File: config.mk
export PLATFORM = sky130hd
export DESIGN_NAME = uart_tx_arbiter
export DESIGN_NICKNAME = d
export VERILOG_FILES = /design/src/rtl/uart_arb_pkg.sv /design/src/rtl/uart_tx_arbiter_rr_picker.sv /design/src/rtl/uart_tx_arbiter.sv
export SDC_FILE = /design/constraint.sdc
export NUM_CORES = 1
export LEC_CHECK = 0
export BUFFER_PORTS_ARGS = -buffer_cell sky130_fd_sc_hd__buf_2
export CAP_MARGIN = 30
export CORE_MARGIN = 5
export CORE_UTILIZATION = 30
export DETAILED_ROUTE_END_ITERATION = 10
export PLACE_DENSITY_LB_ADDON = 0.25
export REMOVE_ABC_BUFFERS = 1
export SKIP_CTS_REPAIR_TIMING = 1
export SLEW_MARGIN = 20
export SYNTH_ARGS = -nofsm -noshare
export SYNTH_HDL_FRONTEND = slang
export SYNTH_HIERARCHICAL = 1
export SYNTH_SLANG_ARGS = --single-unit
File: constraint.sdc
create_clock -name clk -period 1.7 [get_ports clk]
set_input_delay 0.085 -clock clk [delete_from_list [all_inputs] [get_ports clk]]
set_output_delay 0.085 -clock clk [all_outputs]
set_load 0.1 [all_outputs]
File: src/rtl/uart_arb_pkg.sv
// uart_arb_pkg: shared FSM state type and one-hot index helper for the UART TX arbiter.
package uart_arb_pkg;

    typedef enum logic [1:0] {IDLE, SEND, WAIT_ACK, WAIT_DONE} uart_arb_state_t;

    function automatic logic [2:0] onehot_to_idx(input logic [7:0] oh);
        logic [2:0] idx;
        idx = '0;
        for (int i = 0; i < 8; i++)
            if (oh[i]) idx = 3'(i);
        return idx;
    endfunction

endpackage

File: src/rtl/uart_tx_arbiter_rr_picker.sv
// rr_picker: combinational round-robin selector; first requester at or after ptr, wrapping.
module rr_picker
    import uart_arb_pkg::*;
#(
    parameter int N  = 4,
    parameter int IW = $clog2(N)
) (
    input  logic [N-1:0]  req,
    input  logic [IW-1:0] ptr,
    output logic [N-1:0]  pick,
    output logic [IW-1:0] idx,
    output logic          any
);

    logic [N-1:0] upper;
    logic [N-1:0] src;

    // Requests at or above ptr take priority; otherwise wrap to the lowest set bit.
    always_comb begin
        upper = req & ~((N'(1) << ptr) - N'(1));
        src   = (|upper) ? upper : req;
        pick  = src & (~src + N'(1));
    end

    assign idx = IW'(onehot_to_idx(8'(pick)));
    assign any = |req;

endmodule

File: src/rtl/uart_tx_arbiter.sv
// uart_tx_arbiter: round-robin sharing of one UART transmitter; grant held per burst,
// released on last byte, burst limit or idle-gap timeout.
module uart_tx_arbiter
    import uart_arb_pkg::*;
#(
    parameter int N_CLIENTS  = 4,
    parameter int MAX_BURST  = 16,
    parameter int GAP_CYCLES = 1024
) (
    input  logic                   clk,
    input  logic                   rst_n,
    input  logic [N_CLIENTS-1:0]   req_valid,
    input  logic [8*N_CLIENTS-1:0] req_data,
    input  logic [N_CLIENTS-1:0]   req_last,
    output logic [N_CLIENTS-1:0]   req_ready,
    output logic [N_CLIENTS-1:0]   grant,
    output logic                   uart_start,
    output logic [7:0]             uart_data,
    input  logic                   uart_ready,
    output logic                   arb_busy
);

    localparam int IW = $clog2(N_CLIENTS);
    localparam int BW = $clog2(MAX_BURST + 1);
    localparam int GW = $clog2(GAP_CYCLES + 1);

    uart_arb_state_t      state;
    uart_arb_state_t      state_d;
    logic [IW-1:0]        owner;
    logic [IW-1:0]        ptr;
    logic [IW-1:0]        pick_idx;
    logic [N_CLIENTS-1:0] pick;
    logic [BW-1:0]        burst;
    logic [GW-1:0]        gap;
    logic                 any;
    logic                 take;
    logic                 rel;
    logic                 gap_inc;
    logic                 xfer;
    logic                 owner_valid;
    logic                 last_q;

    rr_picker #(.N(N_CLIENTS)) u_picker (
        .req  (req_valid),
        .ptr  (ptr),
        .pick (pick),
        .idx  (pick_idx),
        .any  (any)
    );

    assign owner_valid = |(grant & req_valid);
    assign xfer        = (state == SEND) && uart_ready && owner_valid;
    assign req_ready   = (state == SEND && uart_ready) ? (grant & req_valid) : '0;
    assign arb_busy    = |grant;

    always_ff @(posedge clk) begin
        if (!rst_n)
            state <= IDLE;
        else
            state <= state_d;
    end

    always_comb begin
        state_d = state;
        take    = 1'b0;
        rel     = 1'b0;
        gap_inc = 1'b0;
        case (state)
            IDLE: begin
                take    = any;
                state_d = any ? SEND : IDLE;
            end
            SEND: begin
                state_d = xfer ? WAIT_ACK : SEND;
                rel     = !owner_valid && (gap == GW'(GAP_CYCLES - 1));
                gap_inc = !owner_valid && !rel;
            end
            WAIT_ACK:  state_d = uart_ready ? WAIT_ACK : WAIT_DONE;
            WAIT_DONE: begin
                rel     = uart_ready && (last_q || burst == BW'(MAX_BURST));
                state_d = uart_ready ? SEND : WAIT_DONE;
            end
            default:   state_d = IDLE;
        endcase
        if (rel) state_d = IDLE;
    end

    always_ff @(posedge clk) begin
        if (!rst_n) begin
            grant      <= '0;
            owner      <= '0;
            ptr        <= '0;
            burst      <= '0;
            gap        <= '0;
            last_q     <= 1'b0;
            uart_start <= 1'b0;
            uart_data  <= 8'h00;
        end else begin
            uart_start <= xfer;
            if (take) begin
                grant <= pick;
                owner <= pick_idx;
                burst <= '0;
                gap   <= '0;
            end
            if (xfer) begin
                uart_data <= req_data[{owner, 3'b000} +: 8];
                last_q    <= |(grant & req_last);
                burst     <= burst + BW'(1);
                gap       <= '0;
            end
            if (gap_inc) gap <= gap + GW'(1);
            if (rel) begin
                grant <= '0;
                ptr   <= (owner == IW'(N_CLIENTS - 1)) ? '0 : owner + IW'(1);
            end
        end
    end

endmodule
Yosys cells after proc, flatten, opt, wreduce, memory -nomap -nowiden
Index checks and enable logic that the tools add are counted.
W data, S select, Z words.
- output and inout port bits: 18
- register bits: 36
- word-level logic and storage cells: 65
- bits of input ports: 43
- multiplexer cells: 19
- shift-type cells: 2
- reductions and logical operators: 17
- bitwise operators: 7
- eq/ne operators: 6
- $add $sub $neg: 5
- operator list (kind ; number):
    $mux W11 ; 3
    $shiftx A32 B6 Y8 ; 1
    $reduce_or A4 Y1 ; 5
    $and A4 B4 Y4 ; 4
    $add A11 B1 Y11 const B ; 1
    $eq A11 B10 Y1 const B ; 1
    $mux W2 ; 5
    $mux W5 ; 2
    $mux W4 ; 2
    $not A4 Y4 ; 2
    $pmux W2 S4 ; 1
    $eq A2 B2 Y1 const B ; 3
    $add A5 B1 Y5 const B ; 1
    $eq A5 B5 Y1 const B ; 1
    $logic_and A1 B1 Y1 ; 5
    $mux W1 ; 5
    $add A4 B1 Y4 const B ; 1
    $shl A1 B2 Y4 const A ; 1
    $sub A4 B1 Y4 const B ; 1
    $reduce_bool A3 Y1 ; 1
    $add A2 B1 Y2 const B ; 1
    $eq A2 B1 Y1 const B ; 1
    $logic_not A1 Y1 ; 2
    $logic_not A2 Y1 ; 1
    5 further kinds ; 5

Longest topological paths before layout
Gate-level depths: netlist of the first run.
- word-level depth: 12
- gate-level depth with buffers: 7
- gate-level depth less buffers: 6

Cells and area by module
The synthesis of the first run kept the hierarchy.
- by module, submodules not included (module ; instances ; cells each ; sequential area each (µm²) ; area each (µm²)):
    uart_tx_arbiter ; 1 ; 230 ; 720.7 ; 1933.1
    rr_picker ; 1 ; 32 ; 0.0 ; 200.2

Worst setup path after synthesis of the first run
No wires, ideal clock.
- path kind: reg-to-output
- start point: register grant[2]
- end point: output req_ready[2]
- data required time: 1.615 ns
- path buffers: 0
- arrival: 2.393 ns
- slack: -0.778 ns
- cell stages (with the launch flop): 3
- path through: dfxtp_1 -> nand2_1 -> nor2_1
- word-level cells in the longest chain between the ends: 2
- ends and longest elaborated chain (item ; RTL line ; RTL):
    start: declaration ; uart_tx_arbiter.sv:16 ; output logic [N_CLIENTS-1:0] grant,
    start signal: assignment ; uart_tx_arbiter.sv:101 ; grant <= pick;
    $and A4 B4 Y4 ; uart_tx_arbiter.sv:53 ; assign req_ready = (state == SEND && uart_ready) ? (grant & req_valid) : '0;
    $mux W4 ; uart_tx_arbiter.sv:53 ;
    end: declaration ; uart_tx_arbiter.sv:15 ; output logic [N_CLIENTS-1:0] req_ready,
Every way passes these cells.

Worst setup path in the final report of the first run
- start point: register state[1]
- end point: output req_ready[3]
- word-level cells in the longest chain between the ends: 3
- ends and longest elaborated chain (item ; RTL line ; RTL):
    start: declaration ; uart_tx_arbiter.sv:27 ; uart_arb_state_t state;
    start signal: assignment ; uart_tx_arbiter.sv:60 ; state <= state_d;
    $eq A2 B1 Y1 ; uart_tx_arbiter.sv:53 ;
    $logic_and A1 B1 Y1 ; uart_tx_arbiter.sv:53 ;
    $mux W4 ; uart_tx_arbiter.sv:53 ;
Every way passes these cells.

==> results list, run 1 <==
- Total power divided by cell area: 687 mW/mm2
- On the worst path, the slowest cell contributes a delay of 0.31 ns.
- Number of global-route vias before repair: 2,274
* Sequential cell area fraction in the yosys report: 33.8%
- Along the worst path, the maximum fanout reaches 6.
- TritonCTS built the clock tree.
* Initial cell density of the core: 31.1%
* Final Instance Count excl. Fillers: 450
- Register bit count reported by yosys: 36
- Cell area after synthesis: 0.00213 mm2
* Leakage dissipation: 0.00124 uW
- After detailed routing, the total wire length is 6.31 mm.
- CP most frequent cell: sky130_fd_sc_hd__buf_4
* Final number of hold-violating endpoints: 0
* Slew Limit Headroom: 61.0%
* Std-Cell Rows: 30
- STA puts the critical path data required time at 1.62 ns.
- Period minus WS final: 1.63 ns
- The Yosys step of the flow raised 6 warnings.
- Slew at the pin closest to its max-slew limit: 0.584 ns
- Cell breakdown of the critical path: buf_4 > nand3b_1 > buf_4 > nor2_1 > buf_12
- Count of mapped cells out of synthesis: 262
- Clock tree synthesis found a total of 36 sinks.
- RePlAce Congestion: 0.840
- Global-route usage over all layers: 14.4%
- Setup CP Type: flip-flop to output pin
- Per report_power, the sequential group accounts for 42.2% of the total.
* Post-synthesis async set-or-reset flop share: 0%
- DRT antenna net count: 0
- The final critical path takes up 95.6% of the cycle.
* Number of CTS-inserted buffers: 5
- Die X: 94.3 um
- Max-cap check violation count: 0
- Clock transition at path regs: 0.08 ns
* Slowest stage cell on the critical path: sky130_fd_sc_hd__dfxtp_1
- In the routed layout, each cell is associated on average with a via count of 5.09.
- Worst endpoint data arrival time: 1.54 ns
- Synth top area share: 33.8%
- Result of the run: finished, final reports clean
- The worst register-to-register path has a setup slack of 0.08 ns.
- Average instance area after synthesis: 8.14 um2
- Power dissipated by switching net loads: 604 uW
- Detailed placement finished with a half-perimeter wire length of 4.77 mm.
- The number of antenna diodes in the final layout is 0.
- Vias: 2,291
- Switching power as a share of total power: 29.0%
* Area of the die: 0.00890 mm2
* Root Buffer: sky130_fd_sc_hd__clkbuf_8
- The worst setup path is launched from a flip-flop.
- The worst setup path is captured at an output pin.
- By area the synthesized netlist is led by sky130_fd_sc_hd__dfxtp_1 (34%), sky130_fd_sc_hd__nand2_1 (9.5%), sky130_fd_sc_hd__mux4_2 (8.4%), sky130_fd_sc_hd__a21oi_1 (6.3%), sky130_fd_sc_hd__nand3_1 (3.5%).
* Count leader, synth: sky130_fd_sc_hd__nand2_1
* I/O pin count: 61
* DP Cell Count: 442
* Area of the core: 0.00687 mm2
- After detailed routing, the average wire length per cell comes to 14.0 um.
- For this run, the leading register cell type out of synthesis is sky130_fd_sc_hd__dfxtp_1.
* Clock buffer depth: 2
- DRC violations left: 0
- Cell internal power was estimated by the tool at 1480 uW.
- Hold/Removal Path Class: input port to flip-flop
* Highest clock rate: 615 MHz
- Skew final: 0.00779 ns
* H-tree level count: 2
- Of the cells placed in the final design, the portion with a size suffix greater than 1 is 37.9%.
- Number of enable flip-flop cells after synthesis: 0
- Total negative slack: 0 ns
* RSZ-0062 raised after global routing: true
* Number of buffer cells added on primary ports: 60
- In this run, the combinational gates consume 21.2% of the power.
* Height of the die: 94.3 um
- Cell taking the most area after synthesis: sky130_fd_sc_hd__dfxtp_1
- Total congestion overflow: 0
* Largest net degree at the start of global routing: 17
* Drt initial violations: 108
- IR drop worst, VDD: 0.398 mV
- The first detailed-routing pass ran for 4 iterations.
- The number of max-slew violations in the final report came to 0.
* Clock latency on the worst-skew pair: 0.29 ns
* Count of final setup violators: 0
* Final net count: 400
- The first global-routing pass estimated 10.4 mm of wire.
- The area growth from synthesis to layout is 42.1%.
- Post-synthesis cell type count: 54
* Antenna violations before repair: 0
- The clock network accounts for 36.7% of the total power.
- In the synthesized netlist, the cells that appear most often are sky130_fd_sc_hd__nand2_1 (54), sky130_fd_sc_hd__dfxtp_1 (36), sky130_fd_sc_hd__a21oi_1 (27).
## placed cells by master, fill, tap and decap left out, drive strengths merged, types with 4 or more instances in the layout
cell type and instances:
a21oi 27, a22oi 5, buf 100, clkbuf 5, dfxtp 36, ha 4
inv 6, mux2i 4, mux4 8, nand2 54, nand3 15, nor2 13
nor3 4, o21ai 9
## sequential cells by signal, summed over array words and instances (netlist names)
name / flops
uart_data: 8
ptr: 2
state: 2
burst: 5
uart_start: 1
grant: 4
last_q: 1
owner: 2
gap: 11
## power groups by stage
stage / clock (uW) / sequential, uW / combinational (uW)
finish: 765 / 879 / 441
global route: 822 / 883 / 474
CTS: 783 / 879 / 424
detailed placement: 0 / 900 / 422
global placement: 0 / 898 / 421
floorplan: 0 / 962 / 172
## final cells by class
cell class | count | area, um2
clock inverter | 3 | 42.5
timing repair buffer | 100 | 688
inverter | 6 | 22.5
clock buffer | 5 | 68.8
sequential | 36 | 721
tap | 96 | 120
multi-input combinational | 204 | 1370
fill | 681 | 3840
## metal layers
metal / GRT usage [%] / up-vias / wire length (um)
li1: - / 1149 / -
met1: 18.0 / 1071 / 2710
met2: 24.8 / 61 / 3210
met3: 2.48 / 10 / 288
met4: 4.81 / 0 / 108
met5: 0 / - / 0
## worst max-delay path: cells and delay by family (launching register included)
family        cells  cell delay [ns]
buf+inv           3             0.54
simple gates      2             0.40
flops             1             0.31
## per-stage QoR
step	setup slack (ns)	total power (uW)	utilization, %	instance area (um2)	hold WS (ns)
global route	-0.0200	2180	44.1	3030	0.0411
global placement	0.0315	1320	41.5	2850	0.339
finish	0.0747	2080	44.1	3030	0.0412
CTS	-0.152	2090	43.2	2970	0.0357
detailed placement	-0.0344	1320	41.5	2850	0.338
floorplan	-0.778	1130	-	2060	0.185
## kinds of logic after synthesis
group / after synthesis / share of synthesized area (%)
compound gates: 71 / 22.1
fa+ha+maj: 4 / 2.35
buf+inv: 22 / 4.46
flops: 36 / 33.8
mux: 13 / 10.9
simple gates: 116 / 26.5
## path summary, 6_finish.rpt
kind,from,end,cells after the start
setup / recovery,state[1],req_ready[3],5
hold / removal,uart_ready,state[0],2
setup reg to reg,grant[1],gap[5],4
hold reg to reg,gap[10],gap[10],2
No activity file was read; power rests on OpenSTA's default activity.
==> inputs of run 2 (changes only) <==
--- a/config.mk
+++ b/config.mk
@@ -7,8 +7,10 @@
 export LEC_CHECK = 0
 export BUFFER_PORTS_ARGS = -buffer_cell sky130_fd_sc_hd__buf_2
 export CAP_MARGIN = 30
+export CELL_PAD_IN_SITES_DETAIL_PLACEMENT = 2
+export CELL_PAD_IN_SITES_GLOBAL_PLACEMENT = 2
 export CORE_MARGIN = 5
-export CORE_UTILIZATION = 30
+export CORE_UTILIZATION = 26
 export DETAILED_ROUTE_END_ITERATION = 10
 export PLACE_DENSITY_LB_ADDON = 0.25
 export REMOVE_ABC_BUFFERS = 1
==> results list, run 2 (synthesis results as in run 1) <==
- Result of the run: finished, final reports clean
* Fin worst setup slack: 0.0222 ns
- DRT antenna net count: 0
* Pre-antenna DRT Iters: 4
- The via count of the first global-routing pass is 2,560.
- Layout Area Growth over Synthesis: 43.9%
- IR drop worst, VDD: 0.303 mV
- Highest-count cells in the layout ignoring fill and taps: sky130_fd_sc_hd__buf_2 (55), sky130_fd_sc_hd__nand2_1 (53), sky130_fd_sc_hd__buf_4 (36)
* Clock transition at path regs: 0.07 ns
- Leaving out fill and tap cells, the most frequent cell in the layout is sky130_fd_sc_hd__buf_2.
- Post-DP HPWL: 5.89 mm
- Area of the core: 0.00809 mm2
- The tightest hold path in the finished design has a slack of 0.0347 ns.
- DRC violations left: 0
- Clock buffer depth: 2
- Registers with the highest flip-flop counts: gap (11), uart_data (8), burst (5)
* Antenna diode count: 0
- The floorplan has 33 rows.
* Clk sinks: 36
- At the later pin of the worst-skew pair, clock insertion delay measures 0.30 ns.
- Total power divided by cell area: 671 mW/mm2
- Fillers: 947
- After global routing the overflow that remains totals 0.
- Final net count: 398
- The path class of the tightest hold or removal check is input port to flip-flop.
- The initial antenna violation count is 0.
* Count of final setup violators: 0
* Drt initial violations: 54
- Once layout is done, the placed cells without fillers occupy 0.00307 mm2.
- STA classifies the critical path startpoint as a flip-flop.
* Leakage dissipation: 0.00124 uW
* Critical Path RT: 1.88 ns
* Crit Path Max Fanout: 6
- More flip-flops sit in one register than any other, and that register is gap.
* Global-route usage over all layers: 16.0%
* Setup CP Type: flip-flop to flip-flop
- The worst pin sits at a relative slew slack of 62.1%.
- Max-cap check violation count: 0
* Per-cell via count in the routed design: 5.12
* Global-route wire length before repair: 12.9 mm
* Number of CTS-inserted buffers: 5
- Buffers placed on the I/O ports in this run total 60.
- Die X: 101 um
- Final number of hold-violating endpoints: 0
* Slew at the pin closest to its max-slew limit: 0.568 ns
- Entering global routing, the biggest net connects 15 pins.
- The register with the most flip-flops in the layout has 11 of them.
- Worst endpoint data arrival time: 1.86 ns
- H-tree level count: 2
- The floorplan step set the die height to 101 um.
- The number of max-slew violations in the final report is 0.
* Setup WS pre-CTS: -0.141 ns
- Pin placement for this block handled 61 I/O pins.
- Skew final: 0.00868 ns
- RePlAce Congestion: 0.787
- Area of the die: 0.0101 mm2
- Root Buffer: sky130_fd_sc_hd__clkbuf_8
- Vias: 2,336
- TritonCTS built the clock tree.
- Area of placed instances: 0.00282 mm2
- Highest clock rate: 596 MHz
- Drt total wl: 8.13 mm
- In the final routed layout, each cell accounts on average for 17.8 um.
- Initial cell density of the core: 26.4%
* RSZ-0062 raised after global routing: true
- STA classifies the critical path endpoint as a flip-flop.
- Period minus WS final: 1.68 ns
- Tcrit/Tclk final: 98.7%
- Of the cells placed in the final design, the portion with a size suffix greater than 1 is 41.0%.
-- run 2: per-layer routing --
layer / vias up / track usage (%) / share of wire (%)
li1: 1138 / - / -
met1: 1159 / 20.8 / 44
met2: 32 / 27.6 / 52
met3: 7 / 2.77 / 2.1
met4: 0 / 3.52 / 1.3
met5: - / 0 / 0
-- run 2: report_power, final --
part           switching, uW  internal [uW]
clock network            335            362
logic                    281            201
registers               18.5            862
-- run 2: path summary, 6_finish.rpt --
path / from / end / slack, ns / cells past startpoint
setup / recovery: grant[0] / state[0] / 0.02 / 6
hold / removal: uart_ready / state[0] / 0.03 / 2
hold reg to reg: gap[10] / gap[10] / 0.46 / 2
setup reg to reg: grant[0] / state[0] / 0.02 / 6
-- run 2: critical path: stages, from the launching register on --
cell	delay (ns)
sky130_fd_sc_hd__dfxtp_1	0.32
sky130_fd_sc_hd__a22o_2	0.25
sky130_fd_sc_hd__or3_4	0.45
sky130_fd_sc_hd__buf_4	0.16
sky130_fd_sc_hd__o211ai_1	0.17
sky130_fd_sc_hd__buf_4	0.18
sky130_fd_sc_hd__a211oi_2	0.04
-- run 2: layout make-up --
type,instances,area [um2],area share [%]
inverters,6,22.5,0.733
well taps,105,131,4.28
multi-input cells,204,1420,46.2
flip-flops and latches,36,726,23.6
clock buffers,7,96.3,3.14
repair buffers,98,677,22.0
-- run 2: metrics by stage --
step                      TNS [ns]  instances  utilization (%)  total power [uW]
after floorplan             -17.94        246                -              1130
after CTS                    -1.47        452             36.0              2020
after global routing        -0.196        456             37.9              2150
after global placement      -0.656        445             34.8              1320
after detailed placement     -1.11        445             34.8              1330
final                            0        456             37.9              2060
